### src/rtl/video_pkg.sv
// Shared raster types: timing/scale configuration, FSM states and the Q1.12
// phase-accumulator step used by both scaling axes.
package video_pkg;

   localparam int CFG_CNT_W  = 12;
   localparam int CFG_ADDR_W = 14;
   localparam int STEP_W     = 13;

   localparam logic [STEP_W:0] PHASE_ONE = 14'd4096;

   typedef enum logic {
      ST_IDLE = 1'b0,
      ST_RUN  = 1'b1
   } state_e;

   typedef struct packed {
      logic [CFG_CNT_W-1:0]  h_total;
      logic [CFG_CNT_W-1:0]  h_active;
      logic [CFG_CNT_W-1:0]  h_sync_start;
      logic [CFG_CNT_W-1:0]  h_sync_width;
      logic                  h_sync_pol;
      logic [CFG_CNT_W-1:0]  v_total;
      logic [CFG_CNT_W-1:0]  v_active;
      logic [CFG_CNT_W-1:0]  v_sync_start;
      logic [CFG_CNT_W-1:0]  v_sync_width;
      logic                  v_sync_pol;
      logic [CFG_CNT_W-1:0]  src_width;
      logic [CFG_CNT_W-1:0]  src_height;
      logic [CFG_ADDR_W-1:0] line_stride;
      logic [STEP_W-1:0]     h_step;
      logic [STEP_W-1:0]     v_step;
   } raster_cfg_t;

   typedef struct packed {
      logic              carry;
      logic [STEP_W-1:0] acc;
   } phase_t;

   // One accumulator step: carry means "advance one source pixel/line".
   function automatic phase_t phase_advance(input logic [STEP_W-1:0] acc,
                                            input logic [STEP_W-1:0] step);
      logic [STEP_W:0] sum;
      phase_t          res;
      sum       = {1'b0, acc} + {1'b0, step};
      res.carry = (sum >= PHASE_ONE);
      res.acc   = res.carry ? STEP_W'(sum - PHASE_ONE) : STEP_W'(sum);
      return res;
   endfunction

endpackage

### src/rtl/pipe_delay.sv
// Fixed-length shift register used to align control/sync bits with the
// framebuffer read pipeline.
module pipe_delay #(
   parameter int               CYCLES  = 1,
   parameter int               WIDTH   = 1,
   parameter logic [WIDTH-1:0] RST_VAL = '0
) (
   input  logic             clock,
   input  logic             reset,
   input  logic [WIDTH-1:0] d_i,
   output logic [WIDTH-1:0] q_o
);

   logic [WIDTH-1:0] stage_q [CYCLES];

   // NOTE: this array is a delay line, not storage, so every stage is reset;
   // sequential state is always written with non-blocking assignments.
   always_ff @(posedge clock or posedge reset) begin
      if (reset) begin
         for (int i = 0; i < CYCLES; i++) stage_q[i] <= RST_VAL;
      end else begin
         stage_q[0] <= d_i;
         for (int i = 1; i < CYCLES; i++) stage_q[i] <= stage_q[i-1];
      end
   end

   assign q_o = stage_q[CYCLES-1];

endmodule

### src/rtl/scaled_raster_reader.sv
// Raster timing generator that scales a framebuffer image onto the output
// timing. Optional build macro RASTER_SCANLINE_EN dims odd output lines.
module scaled_raster_reader
   import video_pkg::*;
#(
   parameter int CNT_W  = 12,
   parameter int ADDR_W = 14,
   parameter int PIX_W  = 24,
   parameter int RD_LAT = 2
) (
   input  logic              clock,
   input  logic              reset,
   input  logic              start,
   input  raster_cfg_t       cfg,
   output logic [ADDR_W-1:0] rdaddr,
   input  logic [PIX_W-1:0]  rddata,
`ifdef RASTER_SCANLINE_EN
   input  logic [7:0]        scanline_level,
`endif
   output logic [PIX_W-1:0]  video_out,
   output logic              de,
   output logic              hsync,
   output logic              vsync,
   output logic              frame_start,
   output logic              running
);

   localparam logic [CNT_W-1:0] ONE_C = CNT_W'(1);

   state_e            state_q;
   raster_cfg_t       shadow_q;
   logic [CNT_W-1:0]  x_q, y_q, src_x_q, src_y_q;
   logic [STEP_W-1:0] acc_x_q, acc_y_q;
   logic [ADDR_W-1:0] row_base_q, rdaddr_q;

   logic [CNT_W-1:0]  h_total_s, h_active_s, v_total_s, v_active_s, src_w_s, src_h_s;
   logic [CNT_W:0]    h_sync_lo, h_sync_hi, v_sync_lo, v_sync_hi;
   logic [ADDR_W-1:0] stride_s;
   logic              run_c, x_last, y_last, y_active, pix_active;
   logic              h_in_sync, v_in_sync, hs_c, vs_c, fs_c;
   logic              src_x_room, src_y_room;
   phase_t            ph_x, ph_y;

   assign h_total_s  = CNT_W'(shadow_q.h_total);
   assign h_active_s = CNT_W'(shadow_q.h_active);
   assign v_total_s  = CNT_W'(shadow_q.v_total);
   assign v_active_s = CNT_W'(shadow_q.v_active);
   assign src_w_s    = CNT_W'(shadow_q.src_width);
   assign src_h_s    = CNT_W'(shadow_q.src_height);
   assign stride_s   = ADDR_W'(shadow_q.line_stride);

   assign run_c      = (state_q == ST_RUN);
   assign x_last     = (x_q == h_total_s - ONE_C);
   assign y_last     = (y_q == v_total_s - ONE_C);
   assign y_active   = (y_q < v_active_s);
   assign pix_active = run_c && (x_q < h_active_s) && y_active;

   // Sync windows compared one bit wider so start+width cannot wrap.
   assign h_sync_lo = (CNT_W+1)'(shadow_q.h_sync_start);
   assign h_sync_hi = h_sync_lo + (CNT_W+1)'(shadow_q.h_sync_width);
   assign v_sync_lo = (CNT_W+1)'(shadow_q.v_sync_start);
   assign v_sync_hi = v_sync_lo + (CNT_W+1)'(shadow_q.v_sync_width);
   assign h_in_sync = ({1'b0, x_q} >= h_sync_lo) && ({1'b0, x_q} < h_sync_hi);
   assign v_in_sync = ({1'b0, y_q} >= v_sync_lo) && ({1'b0, y_q} < v_sync_hi);

   assign hs_c = (run_c && h_in_sync) ? shadow_q.h_sync_pol : ~shadow_q.h_sync_pol;
   assign vs_c = (run_c && v_in_sync) ? shadow_q.v_sync_pol : ~shadow_q.v_sync_pol;
   assign fs_c = run_c && (x_q == '0) && (y_q == '0);

   assign ph_x       = phase_advance(acc_x_q, shadow_q.h_step);
   assign ph_y       = phase_advance(acc_y_q, shadow_q.v_step);
   assign src_x_room = (src_x_q < src_w_s - ONE_C);
   assign src_y_room = (src_y_q < src_h_s - ONE_C);

   always_ff @(posedge clock or posedge reset) begin
      if (reset) begin
         state_q    <= ST_IDLE;
         shadow_q   <= '0;
         x_q        <= '0;
         y_q        <= '0;
         acc_x_q    <= '0;
         acc_y_q    <= '0;
         src_x_q    <= '0;
         src_y_q    <= '0;
         row_base_q <= '0;
      end else begin
         unique case (state_q)
            ST_IDLE: begin
               if (start) begin
                  state_q    <= ST_RUN;
                  shadow_q   <= cfg;
                  x_q        <= '0;
                  y_q        <= '0;
                  acc_x_q    <= '0;
                  acc_y_q    <= '0;
                  src_x_q    <= '0;
                  src_y_q    <= '0;
                  row_base_q <= '0;
               end
            end
            ST_RUN: begin
               if (x_last) begin
                  x_q     <= '0;
                  acc_x_q <= '0;
                  src_x_q <= '0;
                  if (y_last) begin
                     // Frame boundary: the only point a new config takes hold.
                     y_q        <= '0;
                     shadow_q   <= cfg;
                     acc_y_q    <= '0;
                     src_y_q    <= '0;
                     row_base_q <= '0;
                  end else begin
                     y_q <= y_q + ONE_C;
                     if (y_active) begin
                        acc_y_q <= ph_y.acc;
                        if (ph_y.carry && src_y_room) begin
                           src_y_q    <= src_y_q + ONE_C;
                           row_base_q <= row_base_q + stride_s;
                        end
                     end
                  end
               end else begin
                  x_q <= x_q + ONE_C;
                  if (pix_active) begin
                     acc_x_q <= ph_x.acc;
                     if (ph_x.carry && src_x_room) src_x_q <= src_x_q + ONE_C;
                  end
               end
            end
         endcase
      end
   end

`ifdef RASTER_SCANLINE_EN
   localparam int             SIG_W   = 5;
   localparam logic [SIG_W-1:0] SIG_RST = 5'b00110;
   logic [SIG_W-1:0] sig_c;
   assign sig_c = {y_q[0], fs_c, vs_c, hs_c, pix_active};
`else
   localparam int             SIG_W   = 4;
   localparam logic [SIG_W-1:0] SIG_RST = 4'b0110;
   logic [SIG_W-1:0] sig_c;
   assign sig_c = {fs_c, vs_c, hs_c, pix_active};
`endif

   logic [SIG_W-1:0] sig_dly;

   // Control bits wait for the address register plus the memory latency.
   pipe_delay #(
      .CYCLES  (RD_LAT + 1),
      .WIDTH   (SIG_W),
      .RST_VAL (SIG_RST)
   ) u_sig_dly (
      .clock (clock),
      .reset (reset),
      .d_i   (sig_c),
      .q_o   (sig_dly)
   );

   logic [PIX_W-1:0] video_q;
   logic             de_q, hsync_q, vsync_q, fs_q;

   always_ff @(posedge clock or posedge reset) begin
      if (reset) begin
         rdaddr_q <= '0;
         video_q  <= '0;
         de_q     <= 1'b0;
         hsync_q  <= 1'b1;
         vsync_q  <= 1'b1;
         fs_q     <= 1'b0;
      end else begin
         rdaddr_q <= pix_active ? (row_base_q + ADDR_W'(src_x_q)) : '0;
         video_q  <= sig_dly[0] ? rddata : '0;
         de_q     <= sig_dly[0];
         hsync_q  <= sig_dly[1];
         vsync_q  <= sig_dly[2];
         fs_q     <= sig_dly[3];
      end
   end

   assign rdaddr  = rdaddr_q;
   assign running = run_c;

`ifdef RASTER_SCANLINE_EN
   logic             odd_q, de2_q, hsync2_q, vsync2_q, fs2_q;
   logic [PIX_W-1:0] dim_c, video2_q;

   // NOTE: dim_c gets a full default before the conditional so no latch forms.
   always_comb begin
      dim_c = video_q;
      if (odd_q) begin
         for (int b = 0; b < PIX_W / 8; b++) begin
            dim_c[b*8 +: 8] = 8'((16'(video_q[b*8 +: 8]) * 16'(scanline_level)) >> 8);
         end
      end
   end

   always_ff @(posedge clock or posedge reset) begin
      if (reset) begin
         odd_q    <= 1'b0;
         video2_q <= '0;
         de2_q    <= 1'b0;
         hsync2_q <= 1'b1;
         vsync2_q <= 1'b1;
         fs2_q    <= 1'b0;
      end else begin
         odd_q    <= sig_dly[4];
         video2_q <= dim_c;
         de2_q    <= de_q;
         hsync2_q <= hsync_q;
         vsync2_q <= vsync_q;
         fs2_q    <= fs_q;
      end
   end

   assign video_out   = video2_q;
   assign de          = de2_q;
   assign hsync       = hsync2_q;
   assign vsync       = vsync2_q;
   assign frame_start = fs2_q;
`else
   assign video_out   = video_q;
   assign de          = de_q;
   assign hsync       = hsync_q;
   assign vsync       = vsync_q;
   assign frame_start = fs_q;
`endif

endmodule

### config.mk
export PLATFORM = sky130hd
export DESIGN_NAME = scaled_raster_reader
export DESIGN_NICKNAME = d
export VERILOG_FILES = /design/src/rtl/video_pkg.sv /design/src/rtl/pipe_delay.sv /design/src/rtl/scaled_raster_reader.sv
export SDC_FILE = /design/constraint.sdc
export NUM_CORES = 1
export LEC_CHECK = 0
export ABC_AREA = 1
export BUFFER_PORTS_ARGS = -buffer_cell sky130_fd_sc_hd__buf_4
export CELL_PAD_IN_SITES_DETAIL_PLACEMENT = 1
export CELL_PAD_IN_SITES_GLOBAL_PLACEMENT = 1
export CORE_MARGIN = 1.5
export CORE_UTILIZATION = 36
export CTS_CLUSTER_DIAMETER = 50
export DETAILED_ROUTE_END_ITERATION = 8
export PLACE_DENSITY = 0.67
export SKIP_CTS_REPAIR_TIMING = 1
export SKIP_LAST_GASP = 1
export SLEW_MARGIN = 20
export SYNTH_ARGS = -nofsm -noshare
export SYNTH_HDL_FRONTEND = slang
export SYNTH_SLANG_ARGS = --single-unit
### constraint.sdc
create_clock -name clock -period 11.4 [get_ports clock]
set_clock_uncertainty 0.15 [all_clocks]
set_input_delay 1.71 -clock clock [delete_from_list [all_inputs] [get_ports clock]]
set_output_delay 1.71 -clock clock [all_outputs]
set_load 0.05 [all_outputs]
# --- Word-level counts from Yosys, hierarchy flattened ---
# Index checks and enable logic that the tools add are counted.
totals:
  ff_bits: 305
  in_bits: 189
  out_inout_bits: 43
  elab_cells: 129
classes:
  add_sub_neg: 16
  order_cmp: 10
  n_eq_ne: 9
  mux: 41
  bitwise: 3
  n_reduce_logical: 18
op_table:
  columns: ["operator", "count"]
  rows:
  - ["2-to-1 mux 162 bit", 3]
  - ["one-hot mux 162 bit (2 select lines)", 1]
  - ["2-to-1 mux 12 bit", 11]
  - ["2-to-1 mux 13 bit", 8]
  - ["one-hot mux 12 bit (2 select lines)", 4]
  - ["2-to-1 mux 14 bit", 6]
  - ["one-hot mux 13 bit (2 select lines)", 2]
  - ["adder 12 x 1 -> 12 bit, second input constant", 4]
  - ["less-than comparator 12 bit", 4]
  - ["subtractor 12 x 1 -> 12 bit, second input constant", 4]
  - ["adder 13 x 13 -> 14 bit", 2]
  - ["greater-or-equal comparator 14 x 13 -> 1 bit, second input constant", 2]
  - ["one-hot mux 14 bit (2 select lines)", 1]
  - ["adder 12 x 12 -> 13 bit", 2]
  - ["less-than comparator 12 x 13 -> 1 bit", 2]
  - ["subtractor 13 bit, second input constant", 2]
  - ["== test 12 bit", 2]
  - ["greater-or-equal comparator 12 bit", 2]
  - ["logical NOT 12 bit", 2]
  - ["2-to-1 mux 24 bit", 1]
  - ["adder 14 x 12 -> 14 bit", 1]
  - ["adder 14 bit", 1]
  - ["!= test 3 x 1 -> 1 bit, second input constant", 4]
  - ["logical AND 1 bit", 10]
  - ["other kinds (7)", 16]

# --- Logic depth before layout (Yosys ltp) ---
# Gate-level depths: netlist of the first run.
logic_depth:
  depth_word: 8
  depth_mapped: 20
  mapped_depth_nobuf: 19

# --- By module ---
# Synthesis of the first run repeated with hierarchy kept, for this count alone.
hier_totals:
  hier_cells: 2514
  hier_area_um2: 19660.1
modules_own_cells:
  columns: ["mod", "n_inst", "cells_each", "area_per_inst_um2", "seq_area_each_um2"]
  rows:
  - ["scaled_raster_reader", 1, 2497, 19318.5, 7334.5]
  - ["pipe_delay", 1, 17, 341.6, 307.8]

# --- Worst setup path after synthesis of the first run ---
# OpenSTA, ideal clock, no wires.
synth_path:
  path_type: "register to register"
  startpoint: "register shadow_q, in the netlist src_w_s[0]"
  endpoint: "register src_x_q[5]"
  setup_time_ps: 119
  t_arrival_ps: 2890
  required_ps: 11131
  setup_slack_ps: 8241
  stages_incl_launch_ff: 21
  path_buffers: 1
  period_less_slack_ps: 3159
  path_cell_list: "dfrtp_1 inv_1 ha_1 nand3_1 or3_1 nor3_1 nand2_1 nor2_1 xnor2_1 ha_1 nand4_1 inv_1 nand2_1 o211ai_1 a21oi_1 nand3_2 inv_1 buf_2 nand3_1 nand2_1 nor2_1"
synth_via:
  elab_chain_len: 5
synth_rtl:
  columns: ["element", "line_no", "text"]
  rows:
  - ["from (decl)", "scaled_raster_reader.sv:31", "raster_cfg_t shadow_q;"]
  - ["from (signal assigned)", "scaled_raster_reader.sv:91", "shadow_q <= cfg;"]
  - ["from (signal assigned)", "scaled_raster_reader.sv:109", "shadow_q <= cfg;"]
  - ["subtractor 12 x 1 -> 12 bit", "scaled_raster_reader.sv:72", "assign src_x_room = (src_x_q < src_w_s - ONE_C);"]
  - ["less-than comparator 12 bit", "scaled_raster_reader.sv:72", null]
  - ["logical AND 1 bit", "scaled_raster_reader.sv:127", "if (ph_x.carry && src_x_room) src_x_q <= src_x_q + ONE_C;"]
  - ["!= test 3 x 1 -> 1 bit (no source line)", null, null]
  - ["AND reduction 3 bit (no source line)", null, null]
  - ["to (signal assigned)", "scaled_raster_reader.sv:127", null]
  - ["to (decl)", "scaled_raster_reader.sv:32", "logic [CNT_W-1:0] x_q, y_q, src_x_q, src_y_q;"]
# Every way passes these cells.
# A chain may end at the register's enable or synchronous reset.

# --- Worst setup path after layout of the first run ---
layout_path:
  startpoint: "register shadow_q, in the netlist v_total_s[0]"
  endpoint: "register shadow_q, in the netlist src_h_s[4]"
layout_via:
  elab_chain_len: 4
layout_rtl:
  columns: ["element", "line_no", "text"]
  rows:
  - ["subtractor 12 x 1 -> 12 bit", "scaled_raster_reader.sv:54", "assign y_last = (y_q == v_total_s - ONE_C);"]
  - ["== test 12 bit", "scaled_raster_reader.sv:54", null]
  - ["!= test 2 x 1 -> 1 bit (no source line)", null, null]
  - ["AND reduction 3 bit (no source line)", null, null]
# Every way passes these cells.

==> flow_summary.json, run 1 <==
{
  "yosysTopAreaCell": "dfrtp_1",
  "routed_via_density": 5.07,
  "synthFlopType": "dfrtp_1",
  "clock_path_buffers": 3,
  "cp_common_cell": "nand2_1",
  "synthTopCellsByArea": "dfrtp_1 38%, nand2_1 15%, ha_1 11%, nand3_1 8.4%, inv_1 4.5%",
  "slowest_stage": "buf_4",
  "drt-pass1-iter-count": 5,
  "drive_above_1_share_pct": 12.8,
  "port_buffers": 231,
  "leakage_nw": 12.6,
  "postRouteAntennaNets": 0,
  "wl_microns": 58600,
  "io_pins": 232,
  "finish.utilization_pct": 43.7,
  "synth_warnings": 0,
  "cpPeakStageDelay_ps": 930,
  "final_nets": 3128,
  "r2r_end": "src_h_s[4]",
  "synth_cells": 2551,
  "status": "completed",
  "post-place-ws_ps": 6660,
  "finalSetupTns_ps": 0,
  "clock.fmax_mhz": 232,
  "floorplan.initialDensity_pct": 36.3,
  "antenna_cells": 0,
  "min_path_cells": 0,
  "synth.cell_area_sq_mm": 0.0195,
  "slew_violations": 0,
  "synth-seq-cells": 305,
  "cts_tree": "done",
  "r2r_start": "v_total_s[0]",
  "cts.clk_slew.worst_paths_ps": 60,
  "cts.root.buffer_cell": "clkbuf_16",
  "endpoint_kind": "register",
  "grt_max_degree": 122,
  "switching_share_pct": 34.9,
  "synth_cell_types": 46,
  "fp-row-count": 85,
  "critPathKind": "register to register",
  "hold_slack_ps": 199,
  "p_int_mw": 2.63,
  "setup_viol_count_final": 0,
  "relSlewSlack_pct": 29.1,
  "die_h_microns": 236,
  "grt_pass1_vias": 19200,
  "layout_worst_path_cycle_share_pct": 37.8,
  "maxCapViolCount": 0,
  "htree_levels": 2,
  "grt_setup_unrepaired": "false",
  "antenna_found_initial": 0,
  "grt_remaining_overflow": 0,
  "p_switching_mw": 1.41,
  "syn-num-nets": 2921,
  "share_seq_of_total_power_pct": 34.7,
  "clock-sinks": 305,
  "hold_class": "register to register",
  "synth_edf_count": 0,
  "required_ps": 11750,
  "dieArea_sq_mm": 0.0556,
  "clock_latency_ps": 580,
  "wl_per_cell_microns": 16.8,
  "pwr_density_cell_mw_per_mm2": 172,
  "coreArea_sq_mm": 0.0537,
  "synth-seq-area-share_pct": 39.2,
  "finalPower_mw": 4.04,
  "finalWorstSetupSlack_ps": 7090,
  "cp_max_fo": 97,
  "r2r_slack_ps": 7090,
  "hold_violations": 0,
  "cp_cell_sequence": "inv_2 -> ha_1 -> inv_1 -> nand2_1 -> nand3_1 -> nand2_1 -> nor2_1 -> nand3_1 -> nor2_1 -> nand3_1 -> nor2_4 -> nor2_8 -> inv_6 -> nand2_4 -> buf_4 -> nand2_1 -> nand2_1",
  "start_kind": "register",
  "die_w_microns": 236,
  "area_delta_synth_final_pct": 20.2,
  "cts-buffers-inserted": 48,
  "min_period_ps": 4310,
  "via_count": 17700,
  "grt_use_total_pct": 21.4,
  "share_clk_of_total_power_pct": 38.5,
  "post-dp-hpwl_microns": 42600,
  "async_reset_ff_share_pct": 100,
  "grt_pass1_wl_microns": 97100,
  "remaining_drc_errors": 0,
  "worst_r2r_path_depth": 17,
  "drt_first_iter_violations": 662,
  "worstPathArrival_ps": 4670,
  "syn_area_per_cell_sq_um": 7.65,
  "holdPathEnd": "u_sig_dly.q_o[3]",
  "yosysMostFrequentCell": "nand2_1",
  "startpoint": "v_total_s[0]",
  "tightest_slew_ps": 1060,
  "min_from": "u_sig_dly.stage_q[7]",
  "combinationalPowerShare_pct": 26.8,
  "ir_drop_mv": 0.0913,
  "yosysTopAreaCellShare_pct": 38.1,
  "gp_congestion": 0.866,
  "synthTopCellsByCount": "784 x nand2_1, 326 x nand3_1, 297 x dfrtp_1"
}
-- layer usage --
layer	GRT usage, %	routed length [microns]	vias up
li1	-	-	8769
met1	27.5	27300	8603
met2	37.2	27900	262
met3	3.21	2090	76
met4	5.98	1270	0
met5	0	0	-
-- cells by family (layout without fill, tap and decap cells) --
| kind of cell | Yosys count | after routing | share of synthesized area (%) |
|---|---|---|---|
| XOR/XNOR | 107 | 107 | 4.80 |
| flip-flops | 305 | 305 | 39.2 |
| adder cells (fa/ha/maj) | 181 | 181 | 11.8 |
| AND/OR/NAND/NOR | 1368 | 1368 | 29.9 |
| buffers and inverters | 327 | 570 | 7.01 |
| AO/OA/AOI/OAI | 263 | 263 | 7.24 |
-- worst max path at each step --
stage,end,slack (ps)
2_1_floorplan,acc_x_q[0],1120
3_3_place_gp,stride_s[2],6780
3_5_place_dp,src_h_s[4],6660
4_1_cts,src_h_s[4],6980
5_1_grt,shadow_q[65],6540
6_report,src_h_s[4],7090
-- registers in the layout, indices dropped and copies added (netlist names), 4 cells and up --
name               cells
u_sig_dly.stage_q      8
h_total_s             12
v_total_s             12
y_q                   12
src_x_q               12
rdaddr                14
video_out             24
u_sig_dly.q_o          4
x_q                   12
h_sync_lo             12
src_h_s               12
src_w_s               12
v_active_s            12
acc_y_q               13
h_active_s            12
shadow_q              64
row_base_q            14
src_y_q               12
stride_s              14
acc_x_q               13
-- power by group through the flow --
stage,clock network (mW),logic [mW],registers [mW]
2_1_floorplan,0,0.651,1.48
3_3_place_gp,0,1.04,1.42
3_5_place_dp,0,1.09,1.42
4_1_cts,1.60,1.10,1.40
5_1_grt,1.64,1.23,1.42
6_report,1.55,1.08,1.40
-- cells in the final DEF, fill, tap and decap left out, drive strengths merged, types with 4 or more instances in the layout --
cell      synthesis  routed
a21oi           129     129
dfstp             8       8
clkinv            1      11
fa                6       6
clkinvlp          0       5
o21bai            6       6
xnor2            32      32
a21o              6       6
ha              175     175
buf              56     242
nor3             31      31
o21a              7       7
nor2            162     162
dfrtp           297     297
nand3           328     328
nand3b           11      11
nand4            37      37
inv             241     246
clkbuf           29      58
xor2             75      75
o22ai            10      10
nand2           788     788
o21ai            90      90
bufinv            0       8
nor4              4       4
a31oi             5       5
-- area by class of cell --
cell class | instances | area [sq um]
inverters | 242 | 921
clock inverters | 28 | 393
multi-input cells | 1919 | 10500
repair buffers | 242 | 1820
fillers | 6560 | 30300
clock buffers | 58 | 1300
well taps | 696 | 871
flip-flops and latches | 305 | 7640
-- per-stage QoR --
step	cell area [sq um]	instances
after floorplan	19500	2551
after global placement	21800	3404
after detailed placement	21800	3404
after CTS	23500	3490
after global routing	23500	3490
final	23500	3490
-- worst max-delay path, delay by kind of cell, from the launching register on --
kind	cells	cell delay, ps
fa+ha+maj	1	370
buf+inv	4	1450
flops	1	400
simple gates	12	1820
Note: power is estimated with default switching activity, not from simulation.
==> run 2: changes to the inputs <==
--- a/config.mk
+++ b/config.mk
@@ -13,7 +13,7 @@
 export CORE_UTILIZATION = 36
 export CTS_CLUSTER_DIAMETER = 50
 export DETAILED_ROUTE_END_ITERATION = 8
-export PLACE_DENSITY = 0.67
+export PLACE_DENSITY = 0.69
 export SKIP_CTS_REPAIR_TIMING = 1
 export SKIP_LAST_GASP = 1
 export SLEW_MARGIN = 20
==> constraint.sdc (replaced) <==
create_clock -name clock -period 3.6 [get_ports clock]
set_clock_uncertainty 0.15 [all_clocks]
set_input_delay 0.54 -clock clock [delete_from_list [all_inputs] [get_ports clock]]
set_output_delay 0.54 -clock clock [all_outputs]
set_load 0.05 [all_outputs]
==> flow_summary.json, run 2 (synthesized netlist as in run 1, its figures left out) <==
{
  "drt_first_iter_violations": 741,
  "port_buffers": 231,
  "layout_worst_path_cycle_share_pct": 94.1,
  "coreArea_sq_mm": 0.0537,
  "grt_pass1_vias": 19100,
  "floorplan.initialDensity_pct": 36.3,
  "die_w_microns": 236,
  "post-dp-hpwl_microns": 43800,
  "post-place-ws_ps": -204,
  "grt_remaining_overflow": 0,
  "cp_max_fo": 9,
  "r2r_end": "src_x_q[3]",
  "final_nets": 3153,
  "maxCapViolCount": 0,
  "io_pins": 232,
  "fillers": 6578,
  "worstPathArrival_ps": 3690,
  "critPathKind": "register to register",
  "grt_max_degree": 163,
  "cts-buffers-inserted": 46,
  "mostFrequentLayoutCells": "784 x nand2_1, 326 x nand3_1, 297 x dfrtp_1",
  "clock_latency_ps": 570,
  "min_path_cells": 3,
  "finalWorstSetupSlack_ps": 211,
  "ir_drop_mv": 0.347,
  "via_count": 17900,
  "multiInputGateArea_sq_mm": 0.0106,
  "seqCellArea_sq_mm": 0.00764,
  "routed_via_density": 5.08,
  "endpoint_kind": "register",
  "antenna_found_initial": 5,
  "wl_microns": 59600,
  "layout_commonest_cell": "nand2_1",
  "grt_use_total_pct": 21.7,
  "largest_reg_flops": 64,
  "drt-pass1-iter-count": 5,
  "cts.clk_slew.worst_paths_ps": 60,
  "tightest_slew_ps": 806,
  "relSlewSlack_pct": 46.3,
  "wl_per_cell_microns": 16.9,
  "hold_violations": 0,
  "leakage_nw": 12.7,
  "min_from": "rddata[10]",
  "clock.fmax_mhz": 295,
  "setup_viol_count_final": 0,
  "min_period_ps": 3390,
  "r2r_slack_ps": 210,
  "pwr_density_cell_mw_per_mm2": 533,
  "slew_violations": 0,
  "area_delta_synth_final_pct": 21.6,
  "cts.root.buffer_cell": "clkbuf_16",
  "cts_tree": "done",
  "gp_congestion": 0.851,
  "grt_pass1_wl_microns": 98300,
  "regMostFlops": "shadow_q",
  "fp-row-count": 85,
  "remaining_drc_errors": 0,
  "required_ps": 3900,
  "clock-sinks": 305,
  "dieArea_sq_mm": 0.0556,
  "holdPathEnd": "video_out[10]",
  "die_h_microns": 236,
  "htree_levels": 2,
  "postRouteAntennaNets": 0,
  "r2r_start": "src_w_s[0]",
  "status": "completed",
  "finalSetupTns_ps": 0,
  "drive_above_1_share_pct": 13.7,
  "finish.utilization_pct": 44.2,
  "worst_r2r_path_depth": 20,
  "start_kind": "register",
  "clock_path_buffers": 3,
  "hold_class": "input port to register"
}
-- run 2: per-stage QoR --
step / hold slack, ps / total power [mW] / cell area, sq um / std cells
after detailed placement: 186 / 8.02 / 22000 / 3423
after floorplan: 181 / 6.73 / 19500 / 2551
after global placement: 182 / 7.82 / 22000 / 3423
final: 11.0 / 12.6 / 23700 / 3517
after CTS: -59.9 / 12.7 / 23600 / 3508
after global routing: 0.106 / 13.4 / 23700 / 3517
-- run 2: metal layers --
| layer | vias up | wire (microns) | global-route usage [%] |
|---|---|---|---|
| li1 | 8814 | - | - |
| met1 | 8691 | 27100 | 27.7 |
| met2 | 271 | 28800 | 38.0 |
| met3 | 95 | 2340 | 3.52 |
| met4 | 8 | 1300 | 5.88 |
| met5 | - | 40 | 0 |
-- run 2: area by class of cell --
class                      count  share of cell area [%]
tap                          696                    3.67
sequential                   305                    32.2
clock buffer                  62                    5.45
clock inverter                23                    1.18
antenna                        1                  0.0106
timing repair buffer         269                    9.07
inverter                     242                    3.88
multi-input combinational   1919                    44.5
-- run 2: how the worst max path moves through the flow --
stage / cells after the start / end / slack (ps) / from
3_3_place_gp: 18 / src_x_q[1] / 90 / src_w_s[0]
2_1_floorplan: 1 / acc_x_q[0] / -1140 / reset
6_report: 20 / src_x_q[3] / 210 / src_w_s[0]
5_1_grt: 20 / src_x_q[5] / -50 / src_w_s[0]
3_5_place_dp: 18 / src_x_q[11] / -200 / src_w_s[0]
4_1_cts: 18 / src_x_q[11] / -240 / src_w_s[0]
-- run 2: power by group --
group,internal [mW],switching [mW]
Combinational,1.37,2.21
Sequential,3.91,0.545
Clock,2.89,1.71
-- run 2: critical path, stage by stage, from the launching register on --
cell and delay (ps):
dfrtp_1 400, inv_2 80, ha_2 190, nand3_1 130, or3_4 380, nor3_4 180
nand2_1 70, nor2_1 120, xnor2_1 140, ha_1 270, nand4_1 120, inv_1 60
nand2_1 70, o211ai_1 100, a21oi_2 210, nand3_4 150, clkinvlp_4 140, buf_12 120
nand3_1 60, nand2_1 70, nor2_1 40
==> run 3: changes to the inputs <==
--- a/config.mk
+++ b/config.mk
@@ -10,11 +10,10 @@
 export CELL_PAD_IN_SITES_DETAIL_PLACEMENT = 1
 export CELL_PAD_IN_SITES_GLOBAL_PLACEMENT = 1
 export CORE_MARGIN = 1.5
-export CORE_UTILIZATION = 36
+export CORE_UTILIZATION = 40
 export CTS_CLUSTER_DIAMETER = 50
 export DETAILED_ROUTE_END_ITERATION = 8
-export PLACE_DENSITY = 0.69
-export SKIP_CTS_REPAIR_TIMING = 1
+export PLACE_DENSITY = 0.76
 export SKIP_LAST_GASP = 1
 export SLEW_MARGIN = 20
 export SYNTH_ARGS = -nofsm -noshare
==> constraint.sdc (replaced) <==
create_clock -name clock -period 3.6 [get_ports clock]
set_clock_uncertainty 0.15 [all_clocks]
set_input_delay 0.18 -clock clock [delete_from_list [all_inputs] [get_ports clock]]
set_output_delay 0.18 -clock clock [all_outputs]
set_load 0.05 [all_outputs]
==> flow_summary.json, run 3 (synthesized netlist as in run 1, its figures left out) <==
{
  "status": "completed",
  "critPathKind": "register to register",
  "clock.fmax_mhz": 287,
  "clock_path_buffers": 3,
  "routed_via_density": 5.25,
  "min_period_ps": 3480,
  "antenna_found_initial": 5,
  "drive_above_1_share_pct": 13.0,
  "postRouteAntennaNets": 0,
  "via_count": 19000,
  "setup_viol_count_final": 0,
  "relSlewSlack_pct": 43.5,
  "cp_top_family": "simple AND/OR/NAND/NOR gates",
  "finalWorstSetupSlack_ps": 121,
  "cts.root.buffer_cell": "clkbuf_16",
  "wl_microns": 64400,
  "drt-pass1-iter-count": 5,
  "hold_violations": 0,
  "start_kind": "register",
  "post-place-ws_ps": -163,
  "gp_congestion": 0.897,
  "hold_class": "input port to asynchronous set/reset pin",
  "endpoint_kind": "register",
  "largest_reg_flops": 64,
  "port_buffers": 231,
  "share_seq_of_total_power_pct": 34.7,
  "p_switching_mw": 4.67,
  "cp_common_cell": "nand2_1",
  "grt_pass1_wl_microns": 105000,
  "layout_worst_path_cycle_share_pct": 96.6,
  "drt_first_iter_violations": 901,
  "io_pins": 232,
  "switching_share_pct": 36.5,
  "placed_cells_incl_taps": 3342,
  "worst_r2r_path_depth": 20,
  "grt_pass1_vias": 20400,
  "cts-buffers-inserted": 45,
  "die_h_microns": 224,
  "regMostFlops": "shadow_q",
  "pwr_density_cell_mw_per_mm2": 502,
  "slew_violations": 0,
  "fin_cells": 3623,
  "cp.buffers_inverters": 4,
  "coreArea_sq_mm": 0.0479,
  "clock-sinks": 305,
  "mostFrequentLayoutCells": "784 x nand2_1, 325 x nand3_1, 297 x dfrtp_1",
  "post-dp-hpwl_microns": 44100,
  "tightest_slew_ps": 848,
  "combinationalPowerShare_pct": 29.8,
  "slowest_stage": "dfrtp_1",
  "leakage_nw": 13.5,
  "clock_latency_ps": 600,
  "fp-row-count": 80,
  "cts_tree": "done",
  "cts.clk_slew.worst_paths_ps": 60,
  "p_int_mw": 8.12,
  "grt_use_total_pct": 26.0,
  "seqCellArea_sq_mm": 0.00764,
  "remaining_drc_errors": 0,
  "maxCapViolCount": 0,
  "cp.depth": 20,
  "required_ps": 3920,
  "wl_per_cell_microns": 17.8,
  "ir_drop_mv": 0.321,
  "share_clk_of_total_power_pct": 35.5,
  "worstPathArrival_ps": 3800,
  "cp_max_fo": 7,
  "htree_levels": 2,
  "final_nets": 3341,
  "grt_max_degree": 101,
  "dieArea_sq_mm": 0.0501,
  "finish.utilization_pct": 53.1,
  "floorplan.initialDensity_pct": 40.7,
  "placed_area_sq_mm": 0.0219,
  "cpPeakStageDelay_ps": 390,
  "grt_remaining_overflow": 0,
  "multiInputGateArea_sq_mm": 0.0106,
  "fillers": 5786,
  "design_area_sq_mm": 0.0255,
  "die_w_microns": 224,
  "area_delta_synth_final_pct": 30.5,
  "finalSetupTns_ps": 0,
  "layout_commonest_cell": "nand2_1",
  "cp_cell_sequence": "inv_1 -> ha_2 -> nand3_1 -> or3_4 -> nor3_2 -> nand2_1 -> nor2_1 -> xnor2_1 -> ha_1 -> nand4_1 -> inv_1 -> nand2_1 -> o211ai_1 -> a21oi_2 -> nand3_4 -> clkinvlp_4 -> buf_4 -> nand3_1 -> nand2_1 -> nor2_1"
}
-- run 3: cell type report --
type                    instances  share of cell area, %
diodes                          1                0.00983
clock buffers                  58                   4.93
repair inverters                1                 0.0295
inverters                     242                   3.62
flip-flops and latches        305                   30.0
clock inverters                25                   1.10
repair buffers                457                   15.8
well taps                     615                   3.02
multi-input cells            1919                   41.5
-- run 3: power groups by stage --
| stage | Clock [mW] | Sequential [mW] | Combinational, mW |
|---|---|---|---|
| after detailed placement | 0 | 4.48 | 3.50 |
| final | 4.54 | 4.44 | 3.81 |
| after floorplan | 0 | 4.67 | 2.06 |
| after global routing | 4.76 | 4.49 | 4.27 |
| after global placement | 0 | 4.46 | 3.30 |
| after CTS | 4.61 | 4.43 | 3.72 |
-- run 3: repair_timing --
| action | in CTS | in global routing |
|---|---|---|
| endpoints found under the hold margin | 292 | 0 |
| pin swaps | 0 | 1 |
| setup buffers | 1 | 7 |
| cloned | 1 | 0 |
| gates resized for setup | 2 | 13 |
| setup endpoints to repair | 10 | 46 |
| hold buffers | 188 | 0 |
-- run 3: metal layers --
layer / vias up / GRT usage (%) / wire (microns)
met3: 114 / 3.90 / 2180
met2: 334 / 47.0 / 32400
met4: 8 / 7.06 / 1580
met1: 9379 / 32.1 / 28200
met5: - / 0 / 53
li1: 9177 / - / -
-- run 3: per-stage QoR --
step | power, mW | hold slack, ps
floorplan | 6.73 | 134
global placement | 7.76 | 95.7
detailed placement | 7.98 | 96.2
CTS | 12.8 | 26.1
global route | 13.5 | 74.8
finish | 12.8 | 66.9
-- run 3: worst paths after layout --
kind                                      start          endpoint  slack (ps)
max                                  src_w_s[0]        src_x_q[9]         120
min                                       reset     video_out[12]          70
max reg2reg                          src_w_s[0]        src_x_q[9]         120
min reg2reg                u_sig_dly.stage_q[4]  u_sig_dly.q_o[0]         180
max in group asynchronous                 reset        acc_y_q[4]        2300
min in group clock                    rddata[3]      video_out[3]         180
-- run 3: worst min-delay path: stages --
cell,delay (ps)
dlygate4sd3_1,560
buf_4,150
clkinvlp_4,360
